[src/rtl/mcb_arb_pkg.sv]
// Shared types and constants for the MCB command-port arbiter.
// State enum, owner encoding, MCB instruction codes, length clamp.
package mcb_arb_pkg;

    typedef enum logic [2:0] {
        IDLE    = 3'd0,
        WR_DATA = 3'd1,
        WR_CMD  = 3'd2,
        RD_CMD  = 3'd3,
        RD_DATA = 3'd4
    } arb_state_e;

    typedef enum logic {
        OWN_WR = 1'b0,
        OWN_RD = 1'b1
    } owner_e;

    localparam logic [2:0] INSTR_WR = 3'b000;
    localparam logic [2:0] INSTR_RD = 3'b001;

    // Clamp a burst length to 1..max_len and return it minus one.
    function automatic logic [5:0] clamp_bl(
        input int unsigned len,
        input int unsigned max_len
    );
        int unsigned c;
        c = len;
        if (c < 1) c = 1;
        if (c > max_len) c = max_len;
        return 6'(c - 1);
    endfunction

endpackage

[src/rtl/mcb_arb_wdog.sv]
// Data-phase watchdog: counts cycles while enabled, held at 0 by clr.
// Ports: clk, rst_n (sync, active-low), clr_i, en_i, expire_o.
module mcb_arb_wdog #(
    parameter int TIMEOUT = 1023
) (
    input  logic clk,
    input  logic rst_n,
    input  logic clr_i,
    input  logic en_i,
    output logic expire_o
);

    localparam int CW = $clog2(TIMEOUT + 1);

    logic [CW-1:0] cnt_q;
    logic [CW-1:0] cnt_d;

    always_comb begin
        cnt_d = cnt_q;
        if (clr_i)
            cnt_d = '0;
        else if (en_i && cnt_q != CW'(TIMEOUT))
            cnt_d = cnt_q + 1'b1;
    end

    always_ff @(posedge clk) begin
        if (!rst_n) cnt_q <= '0;
        else        cnt_q <= cnt_d;
    end

    // Fires in the TIMEOUT-th cycle of the data phase, so the state
    // leaves exactly TIMEOUT cycles after entry.
    assign expire_o = en_i && (cnt_q == CW'(TIMEOUT - 1));

endmodule

[src/rtl/mcb_cmd_arb.sv]
// Round-robin arbiter sharing one MCB command port between a write
// client and a read client, with a data-phase watchdog.
// Ports: wr_*/rd_* client req/addr/len/gnt/done; cmd_* MCB command
// port; busy; sticky err_timeout. Optional MCB_ARB_STATS_EN adds
// saturating wr_cmd_cnt / rd_cmd_cnt.
module mcb_cmd_arb
    import mcb_arb_pkg::*;
#(
    parameter int ADDR_W  = 30,
    parameter int LEN_W   = 7,
    parameter int MAX_LEN = 64,
    parameter int TIMEOUT = 1023
) (
    input  logic              clk,
    input  logic              rst_n,
    input  logic              wr_req,
    input  logic [ADDR_W-1:0] wr_addr,
    input  logic [LEN_W-1:0]  wr_len,
    output logic              wr_gnt,
    input  logic              wr_done,
    input  logic              rd_req,
    input  logic [ADDR_W-1:0] rd_addr,
    input  logic [LEN_W-1:0]  rd_len,
    output logic              rd_gnt,
    input  logic              rd_done,
    output logic              cmd_en,
    output logic [2:0]        cmd_instr,
    output logic [ADDR_W-1:0] cmd_addr,
    output logic [5:0]        cmd_bl,
    input  logic              cmd_full,
    output logic              busy,
    output logic              err_timeout
`ifdef MCB_ARB_STATS_EN
   ,output logic [15:0]       wr_cmd_cnt,
    output logic [15:0]       rd_cmd_cnt
`endif
);

    arb_state_e        state_q;
    owner_e            last_q;
    logic              wr_gnt_q;
    logic              rd_gnt_q;
    logic              err_q;
    logic [ADDR_W-1:0] addr_q;
    logic [5:0]        bl_q;
    logic [2:0]        instr_q;
    logic              pick_wr;
    logic              pick_rd;
    logic              in_data;
    logic              expire;

    // On a tie the client that did not own the port last goes first.
    assign pick_wr = wr_req && (!rd_req || last_q == OWN_RD);
    assign pick_rd = rd_req && !pick_wr;

    assign in_data = (state_q == WR_DATA) || (state_q == RD_DATA);

    mcb_arb_wdog #(
        .TIMEOUT (TIMEOUT)
    ) u_wdog (
        .clk      (clk),
        .rst_n    (rst_n),
        .clr_i    (!in_data),
        .en_i     (in_data),
        .expire_o (expire)
    );

    always_ff @(posedge clk) begin
        if (!rst_n) begin
            state_q  <= IDLE;
            last_q   <= OWN_RD;
            wr_gnt_q <= 1'b0;
            rd_gnt_q <= 1'b0;
            err_q    <= 1'b0;
            addr_q   <= '0;
            bl_q     <= '0;
            instr_q  <= INSTR_WR;
        end else begin
            unique case (state_q)
                IDLE: begin
                    if (pick_wr) begin
                        state_q  <= WR_DATA;
                        wr_gnt_q <= 1'b1;
                        addr_q   <= wr_addr;
                        bl_q     <= clamp_bl(32'(wr_len), MAX_LEN);
                        instr_q  <= INSTR_WR;
                    end else if (pick_rd) begin
                        state_q  <= RD_CMD;
                        rd_gnt_q <= 1'b1;
                        addr_q   <= rd_addr;
                        bl_q     <= clamp_bl(32'(rd_len), MAX_LEN);
                        instr_q  <= INSTR_RD;
                    end
                end
                WR_DATA: begin
                    if (wr_done) begin
                        state_q <= WR_CMD;
                    end else if (expire) begin
                        state_q  <= IDLE;
                        wr_gnt_q <= 1'b0;
                        err_q    <= 1'b1;
                        last_q   <= OWN_WR;
                    end
                end
                WR_CMD: begin
                    if (!cmd_full) begin
                        state_q  <= IDLE;
                        wr_gnt_q <= 1'b0;
                        last_q   <= OWN_WR;
                    end
                end
                RD_CMD: begin
                    if (!cmd_full) state_q <= RD_DATA;
                end
                RD_DATA: begin
                    if (rd_done || expire) begin
                        state_q  <= IDLE;
                        rd_gnt_q <= 1'b0;
                        last_q   <= OWN_RD;
                        if (!rd_done) err_q <= 1'b1;
                    end
                end
                default: begin
                    state_q  <= IDLE;
                    wr_gnt_q <= 1'b0;
                    rd_gnt_q <= 1'b0;
                end
            endcase
        end
    end

    // Strobe is gated by cmd_full in the same cycle so it can never
    // be presented while the MCB command FIFO is full.
    assign cmd_en = !cmd_full &&
                    (state_q == WR_CMD || state_q == RD_CMD);

    assign wr_gnt      = wr_gnt_q;
    assign rd_gnt      = rd_gnt_q;
    assign cmd_instr   = instr_q;
    assign cmd_addr    = addr_q;
    assign cmd_bl      = bl_q;
    assign busy        = (state_q != IDLE);
    assign err_timeout = err_q;

`ifdef MCB_ARB_STATS_EN
    logic [15:0] wr_cnt_q;
    logic [15:0] rd_cnt_q;

    always_ff @(posedge clk) begin
        if (!rst_n) begin
            wr_cnt_q <= '0;
            rd_cnt_q <= '0;
        end else if (cmd_en) begin
            if (state_q == WR_CMD && wr_cnt_q != 16'hFFFF)
                wr_cnt_q <= wr_cnt_q + 16'd1;
            if (state_q == RD_CMD && rd_cnt_q != 16'hFFFF)
                rd_cnt_q <= rd_cnt_q + 16'd1;
        end
    end

    assign wr_cmd_cnt = wr_cnt_q;
    assign rd_cmd_cnt = rd_cnt_q;
`endif

endmodule

[config.mk]
export PLATFORM = sky130hd
export DESIGN_NAME = mcb_cmd_arb
export DESIGN_NICKNAME = d
export VERILOG_FILES = /design/src/rtl/mcb_arb_pkg.sv /design/src/rtl/mcb_arb_wdog.sv /design/src/rtl/mcb_cmd_arb.sv
export SDC_FILE = /design/constraint.sdc
export NUM_CORES = 1
export LEC_CHECK = 0
export ABC_CLOCK_PERIOD_IN_PS = 1600
export CAP_MARGIN = 20
export CORE_UTILIZATION = 38
export DETAILED_ROUTE_END_ITERATION = 10
export GPL_TIMING_DRIVEN = 0
export PLACE_DENSITY = 0.77
export SLEW_MARGIN = 20
export SYNTH_ARGS = -nofsm -noshare
export SYNTH_HDL_FRONTEND = slang
export SYNTH_SLANG_ARGS = --single-unit
export TNS_END_PERCENT = 30
[constraint.sdc]
create_clock -name clk -period 1.6 [get_ports clk]
set_input_delay 0.24 -clock clk [delete_from_list [all_inputs] [get_ports clk]]
set_output_delay 0.24 -clock clk [all_outputs]
set_load 0.01 [all_outputs]
[Word-level counts from Yosys, hierarchy flattened]
Index checks and enable logic that the tools add are counted.
Word-level totals
  register bits after elaboration: 56
  bits of input ports: 81
Cells by class
  multiplexer cells: 48
  reduce and logical (&&, ||, !) cells: 26
  $lt $le $gt $ge: 4
  bitwise logic cells: 2
  add/sub/neg operators: 3
  equal/unequal tests: 17
Operators with widths (number)
  $mux 32: 7
  $mux 6: 11
  $gt 32x7->1 const B: 2
  $mux 30: 2
  $mux 3: 9
  $reduce_and 5->1: 4
  $ne 2x2->1 const B: 8
  $pmux 3 s5: 1
  $lt 7x1->1 const B: 2
  $mux 7: 2
  $mux 1: 12
  $sub 6x1->6 const B: 2
  $add 10x1->10 const B: 1
  $eq 10x10->1 const B: 1
  $ne 10x10->1 const B: 1
  $eq 3x2->1 const B: 2
  $ne 3x3->1 const B: 2
  $pmux 1 s3: 2
  $reduce_bool 3->1: 2
  $logic_and 1x1->1: 5
  $logic_or 1x1->1: 4
  $pmux 1 s4: 1
  $reduce_and 2->1: 2
  $reduce_and 4->1: 1
  other kinds (10): 14

[Longest topological paths before layout]
Gate-level depths: netlist of the first run.
  depth after elaboration: 18
  mapped depth: 10

[By module]
Synthesis of the first run repeated with hierarchy kept, for this count alone.
Unflattened totals
  cells, all modules: 369
  area, all modules: 2859.0 um^2
By module, submodules not included
  mcb_cmd_arb: cells each 301, sequential area each 880.8 um^2, instances 1, area each 2290.9 um^2
  mcb_arb_wdog: cells each 68, sequential area each 200.2 um^2, instances 1, area each 568.0 um^2

[Worst setup path after synthesis of the first run]
Ideal clock, no wire load.
  path kind: flip-flop to flip-flop
  start: register last_q
  end: register bl_q[4] (netlist: cmd_bl[4])
  setup slack: -0.175 ns
  arrival time: 1.674 ns
  cell stages (with the launch flop): 8
  setup time: 0.101 ns
  buffers on the path: 0
  cell sequence: dfxtp_1 nor2b_1 nor2_1 o32ai_1 inv_1 ha_1 and4_1 o41ai_1
On the way
  word-level cells in the longest chain between the ends: 6
  elaborated cells between the ends (all ways): 7
  those cells by class: mux: 1; reduce/logical: 6
RTL lines
  from (decl): line mcb_cmd_arb.sv:40  | owner_e last_q;
  from (signal assigned): line mcb_cmd_arb.sv:71  | last_q <= OWN_RD;
  from (signal assigned): line mcb_cmd_arb.sv:102  | last_q <= OWN_WR;
  from (signal assigned): line mcb_cmd_arb.sv:109  | last_q <= OWN_WR;
  $logic_or 1x1->1 (*): line mcb_cmd_arb.sv:53  | assign pick_wr = wr_req && (!rd_req || last_q == OWN_RD);
  $logic_and 1x1->1 (*): line mcb_cmd_arb.sv:53
  $logic_not 1->1: line mcb_cmd_arb.sv:54  | assign pick_rd = rd_req && !pick_wr;
  $logic_and 1x1->1: line mcb_cmd_arb.sv:54
  $reduce_bool 2->1 (no line)
  $reduce_and 2->1 (no line)
  to (signal assigned): line mcb_cmd_arb.sv:85  | bl_q <= clamp_bl(32'(wr_len), MAX_LEN);
  to (signal assigned): line mcb_cmd_arb.sv:91  | bl_q <= clamp_bl(32'(rd_len), MAX_LEN);
  to (decl): line mcb_cmd_arb.sv:45  | logic [5:0] bl_q;
Mark *: on every way between the ends. The rest lies on a longest branch, timed or not.
A chain may end at the register's enable or synchronous reset.

[Worst setup path after layout of the first run]
  start: register state_q[1]
  end: register bl_q[5] (netlist: cmd_bl[5])
On the way
  word-level cells in the longest chain between the ends: 2
RTL lines
  from (decl): line mcb_cmd_arb.sv:39  | arb_state_e state_q;
  from (signal assigned): line mcb_cmd_arb.sv:70  | state_q <= IDLE;
  from (signal assigned): line mcb_cmd_arb.sv:82  | state_q <= WR_DATA;
  from (signal assigned): line mcb_cmd_arb.sv:88  | state_q <= RD_CMD;
  $logic_not 3->1: line mcb_cmd_arb.sv:79  | unique case (state_q)
  $reduce_and 2->1 (no line)
Every way passes these cells.

==> metrics, run 1 <==
GPL Wtd Cong 0.825; Yosys reg bits 54; Hold Path Depth 2; Inst Count DP 576; worst-path maximum fanout 5; Detail Route Antenna Nets 0; Synth Flop Type dfxtp_1; clk slew on worst S/H paths 0.08 ns; Mapped Cells roughly 360; post-layout worst setup margin -0.0518 ns; Starting Density 39.8%; reg2reg path depth 6; Power Dens Cells 916 nW/um2; Setup Skew between 0.015 and 0.02 ns; largest net degree at the start of global routing 16; Layout Cells excl Fill around 610; Worst Setup SP state_q[1]; setup violators final 4; clock buffer depth 2; initial DRC count 85; worst min path class in2reg; Die H 87.1 um; hold_buf cts 0; count leader, synth nand2_1; Netlist cell types between 40 and 50; DP HPWL 6.45 mm; Port Buffers 121; number of buffers created by CTS 5; design area about 4600 um2; worst rel slew slack between 60 and 70%; Req. time, crit path 1.84 ns; number of global-route vias before repair between 2000 and 3000; Final Critical Period 1.65 ns; Post-DP Area 4100 um2; first-pass GRT wire length 13.7 mm; FF-to-FF Start state_q[1]; mapped cell area 2750 um2; post-DR vias/cell 5.28; Worst R2R End cmd_bl[5]; fmax 605 MHz; async set-reset flop share out of synthesis 0%; Final Hold Fails 0; post-synth top area share 39.3%; CORE AREA slightly below 7000 um2; largest cells by area after synthesis dfxtp_1, a311oi_1, nand2_1; layout cell share with drive strength beyond 1 a little under a fifth; Worst R2R Setup Slack -0.05 ns; ANT cells 0; synth warn 0; FILL cells 597; total of max-cap violations 0; Routed WL 9.28 mm; H-tree Lvls 2; Post-synth EDFFs 0; Die Wd 87.1 um; crit end category flop; Clock Tree Root clkbuf_8; clock latency on the worst-skew pair 0.31 ns; TritonCTS Sinks 54; initial antenna violation count 0; critical path launch point type flop; Post-synth top cells nand2_1, nor2_1, dfxtp_1; Arrival @ worst endpoint 1.89 ns; Max Slew Vio Count 0; Row Count 30; status finished, violations left; register area share after synthesis 39.3%; DR WL/cell 15.3 um; register cell area after layout approximately 1100 um2; RSZ-0062 raised after global routing yes; DRT Pass-1 Iters 4; peak supply drop about 0.48 mV; io pins ~130; grt total ovfl 0; Worst setup endpoint cmd_bl[5]; total power 4.24 mW; Setup CP Type reg2reg; period utilization 103%; largest area contributor in the netlist dfxtp_1; violated checks negative setup slack; Area Overhead vs Synth 68.3%; CTS tree done; multi-input logic area 1680 um2; NumNets Final 595; Slew @ Worst Pin 0.536 ns; Synth Area per Inst 7.68 um2; detailed-route via count 3206; Leak Pwr 1.86 nW; DRC viols 0; Tot GR Track Use between 20 and 25%; Die ar. 7580 um2
## worst max-delay path, cell delays in order, from the launching register on
cell and delay [ns]:
dfxtp_4 0.38, nor4_4 0.25, buf_4 0.16, buf_6 0.10
nand4_1 0.08, or4_1 0.54, nand3_1 0.09
## placed cells by master, fill, tap and decap left out, types with 7 or more instances in the layout
cell type and instances:
a311oi_1 30, buf_4 28, clkbuf_1 8, clkdlybuf4s50_1 106, dfxtp_1 47, dlymetal6s2s_1 8, nand2_1 69, nand3_1 12
nand4_1 9, nor2_1 53, xor2_1 7
## layout make-up
class | instances | area share [%]
Buffer | 26 | 3.51
Clock buffer | 6 | 1.57
Clock inverter | 1 | 0.162
Inverter | 8 | 0.649
Multi-Input combinational cell | 269 | 36.3
Sequential cell | 54 | 23.8
Tap cell | 96 | 2.59
Timing Repair Buffer | 147 | 31.4
## cell families (layout without fill, tap and decap cells)
kind of cell	Yosys count	in the layout	share of synthesized area [%]
compound gates	67	67	18.4
xor+xnor	9	9	2.87
fa+ha+maj	3	3	1.37
buf+inv	36	188	5.87
flops	54	54	39.3
other cells	1	2	0.136
simple gates	188	188	32.0
## repair_timing
| item | CTS | global route |
|---|---|---|
| pin swaps | 11 | 17 |
| setup endpoints to repair | 43 | 34 |
| setup buffers | 13 | 13 |
| gates resized for setup | 52 | 40 |
## stage by stage
step	TNS, ns	hold slack [ns]	util, %	worst slack [ns]
6_report	-0.103	0.275	67.0	-0.0518
3_3_place_gp	-23.76	0.446	59.4	-0.676
4_1_cts	-0.0468	0.282	63.5	-0.0430
3_5_place_dp	-24.91	0.452	59.4	-0.724
5_1_grt	-0.757	0.309	67.0	-0.128
2_1_floorplan	0	0.399	-	0.00731
## registers in the layout (all words and copies together), names as in the netlist
register and count:
cmd_addr 30, u_wdog.cnt_q 10, cmd_bl 6, state_q 3, cmd_instr 1, err_timeout 1
last_q 1, rd_gnt 1, wr_gnt 1
## worst min path at each step
stage                      from          end  slack, ns
floorplan            wr_addr[0]  cmd_addr[0]       0.40
global placement    err_timeout  err_timeout       0.45
detailed placement  err_timeout  err_timeout       0.45
CTS                       rst_n       last_q       0.28
global route              rst_n       last_q       0.31
finish                    rst_n       last_q       0.27
## power by group
| part | internal, mW | switching [mW] | leakage (nW) | total [mW] |
|---|---|---|---|---|
| logic | 0.975 | 0.833 | 1.37 | 1.81 |
| registers | 1.55 | 0.131 | 0.449 | 1.69 |
| clock network | 0.302 | 0.444 | 0.0373 | 0.746 |
## routing by layer
| layer | GRT usage [%] | vias to the layer above | share of wire, % |
|---|---|---|---|
| li1 | - | 1573 | - |
| met1 | 27.9 | 1503 | 42 |
| met2 | 41.4 | 119 | 52 |
| met3 | 4.36 | 11 | 5.1 |
| met4 | 5.76 | 0 | 1.7 |
| met5 | 0 | - | 0 |
(Power assumes the default switching activity.)
==> run 2: changes to the inputs <==
--- a/config.mk
+++ b/config.mk
@@ -10,7 +10,8 @@
 export CORE_UTILIZATION = 38
 export DETAILED_ROUTE_END_ITERATION = 10
 export GPL_TIMING_DRIVEN = 0
-export PLACE_DENSITY = 0.77
+export MAX_ROUTING_LAYER = met4
+export PLACE_DENSITY = 0.75
 export SLEW_MARGIN = 20
 export SYNTH_ARGS = -nofsm -noshare
 export SYNTH_HDL_FRONTEND = slang
==> run 2 against run 1 <==
Against the previous run:
- the flow still finishes with violations (negative setup slack)
- clock power up 25%
- global-route usage grew 0.29 points
- count of clock-buffer cells in the layout unchanged
- non-clock buffer count down 9
- core utilization shrank 2.1 points
- power is 1.2% higher
- first-iteration DRC count up 47%
- sequential share of layout area up 0.86 points
- via count fell by 4.1%
- hold slack got worse by 0.046 ns
- wire length decreased by 5.9%
- die area stayed put
- critical path type unchanged
- critical endpoint is now cmd_bl[3]
==> metrics, run 2 (same netlist as run 1, synthesis figures left out) <==
status finished, violations left; violated checks negative setup slack; most frequent cells in the layout clkdlybuf4s50_1, nand2_1, nor2_1; post-layout worst setup margin -0.0278 ns; initial DRC count 125; largest net degree at the start of global routing 17; CP bufs+invs 1; worst min path class in2reg; worst-path maximum fanout 8; number of global-route vias before repair 2747; GPL Wtd Cong 0.866; FF-to-FF Start state_q[2]; FILL cells about 610; total of max-cap violations 0; Port Buffers 121; layout cell share with drive strength beyond 1 around 15%; TritonCTS Sinks 54; ANT cells 0; hold endpoint last_q; number of buffers created by CTS 5; Starting Density between 30 and 40%; post-DR vias/cell 5.13; H-tree Lvls 2; DRT Pass-1 Iters 4; Tot GR Track Use between 20% and 30%; CTS tree done; Req. time, crit path around 1.8 ns; Final Hold Fails 0; Die Wd between 80 and 90 um; CORE AREA slightly below 7000 um2; Setup Skew between 0.01 and 0.015 ns; max FFs per register 30; Post-DP Area 4100 um2; period utilization 102%; NumNets Final 586; hold_buf cts 0; detailed-route via count 3073; Slew @ Worst Pin roughly 0.52 ns; Setup CP Type reg2reg; Hold Path Depth 2; Final Critical Period 1.63 ns; Layout Cells excl Fill between 500 and 600; grt total ovfl 0; fmax around 610 MHz; clock buffer depth 2; reg2reg path depth 5; worst rel slew slack 65.1%; leading cell type in the layout, fill and taps excluded clkdlybuf4s50_1; crit path cell chain or4_4 > buf_6 > nor4_2 > nand4_1 > o311ai_1; Power Dens Cells between 900 and 1000 nW/um2; setup violators final 4; io pins 125; Routed WL 8.73 mm; Max stage delay on crit path 0.54 ns; Area Overhead vs Synth 63.0%; Worst R2R Setup Slack -0.03 ns; DR WL/cell 14.6 um; Inst Count DP 576; initial antenna violation count 0; Max Slew Vio Count 0; CP delay by family, top simple AND/OR/NAND/NOR gates; Leak Pwr between 1.5 and 2 nW; RSZ-0062 raised after global routing yes; Detail Route Antenna Nets 0; DP HPWL ~6.4 mm; design area 4480 um2; clock latency on the worst-skew pair between 0.3 and 0.4 ns; clk slew on worst S/H paths 0.09 ns; Die H 87.1 um; Die ar. 7580 um2; Worst R2R End cmd_bl[3]; critical path launch point type flop; crit end category flop; slowest cell on the critical path or4_4; HP Start rst_n; Clock Tree Root clkbuf_8; Arrival @ worst endpoint 1.84 ns; DRC viols 0; Row Count 30; first-pass GRT wire length around 13 mm; peak supply drop 0.521 mV
## run 2: per-layer routing
| metal | up-vias | track usage (%) | routed length [um] |
|---|---|---|---|
| met2 | 115 | 37.3 | 4330 |
| met4 | 0 | 8.33 | 199 |
| li1 | 1555 | - | - |
| met1 | 1389 | 29.9 | 3730 |
| met5 | - | - | 0 |
| met3 | 14 | 3.32 | 478 |
## run 2: how the worst max path moves through the flow
| stage | startpoint | endpoint | slack, ns | depth (start not counted) |
|---|---|---|---|---|
| after floorplan | last_q | cmd_bl[4] | 0.007 | 8 |
| after detailed placement | rd_req | cmd_bl[4] | -0.64 | 8 |
| after global placement | rd_req | cmd_bl[4] | -0.67 | 8 |
| after global routing | rd_len[3] | cmd_bl[2] | -0.14 | 10 |
| after CTS | state_q[2] | cmd_bl[3] | -0.05 | 5 |
| final | state_q[2] | cmd_bl[3] | -0.03 | 5 |
## run 2: what timing repair did
| item | CTS | global route |
|---|---|---|
| endpoints found under the setup margin | 42 | 32 |
| gates resized for setup | 45 | 25 |
| endpoints found under the hold margin | 0 | 0 |
| buffers inserted | 6 | 9 |
| pin swaps | 9 | 9 |
## run 2: area by class of cell
cell class / instances / area, um2 / share of cell area [%]
Buffer: 28 / 188 / 4.19
Clock buffer: 6 / 72.6 / 1.62
Clock inverter: 2 / 37.5 / 0.837
Inverter: 8 / 30.0 / 0.670
Multi-Input combinational cell: 269 / 1610 / 35.9
Sequential cell: 54 / 1110 / 24.7
Tap cell: 96 / 120 / 2.68
Timing Repair Buffer: 136 / 1320 / 29.4
## run 2: through the flow
stage	setup WS, ns	power [mW]	hold slack [ns]	util (%)	TNS [ns]
after floorplan	0.00731	2.46	0.399	-	0
after global placement	-0.673	3.23	0.449	59.4	-23.28
after detailed placement	-0.645	3.26	0.453	59.4	-23.71
after CTS	-0.0505	4.27	0.290	63.2	-0.0505
after global routing	-0.138	4.53	0.248	64.9	-0.799
final	-0.0278	4.29	0.228	64.9	-0.0571
## run 2: power breakdown
part	total [mW]	internal, mW	switching (mW)
logic	1.68	0.890	0.792
registers	1.68	1.55	0.124
clock network	0.934	0.468	0.466
total	4.29	2.91	1.38
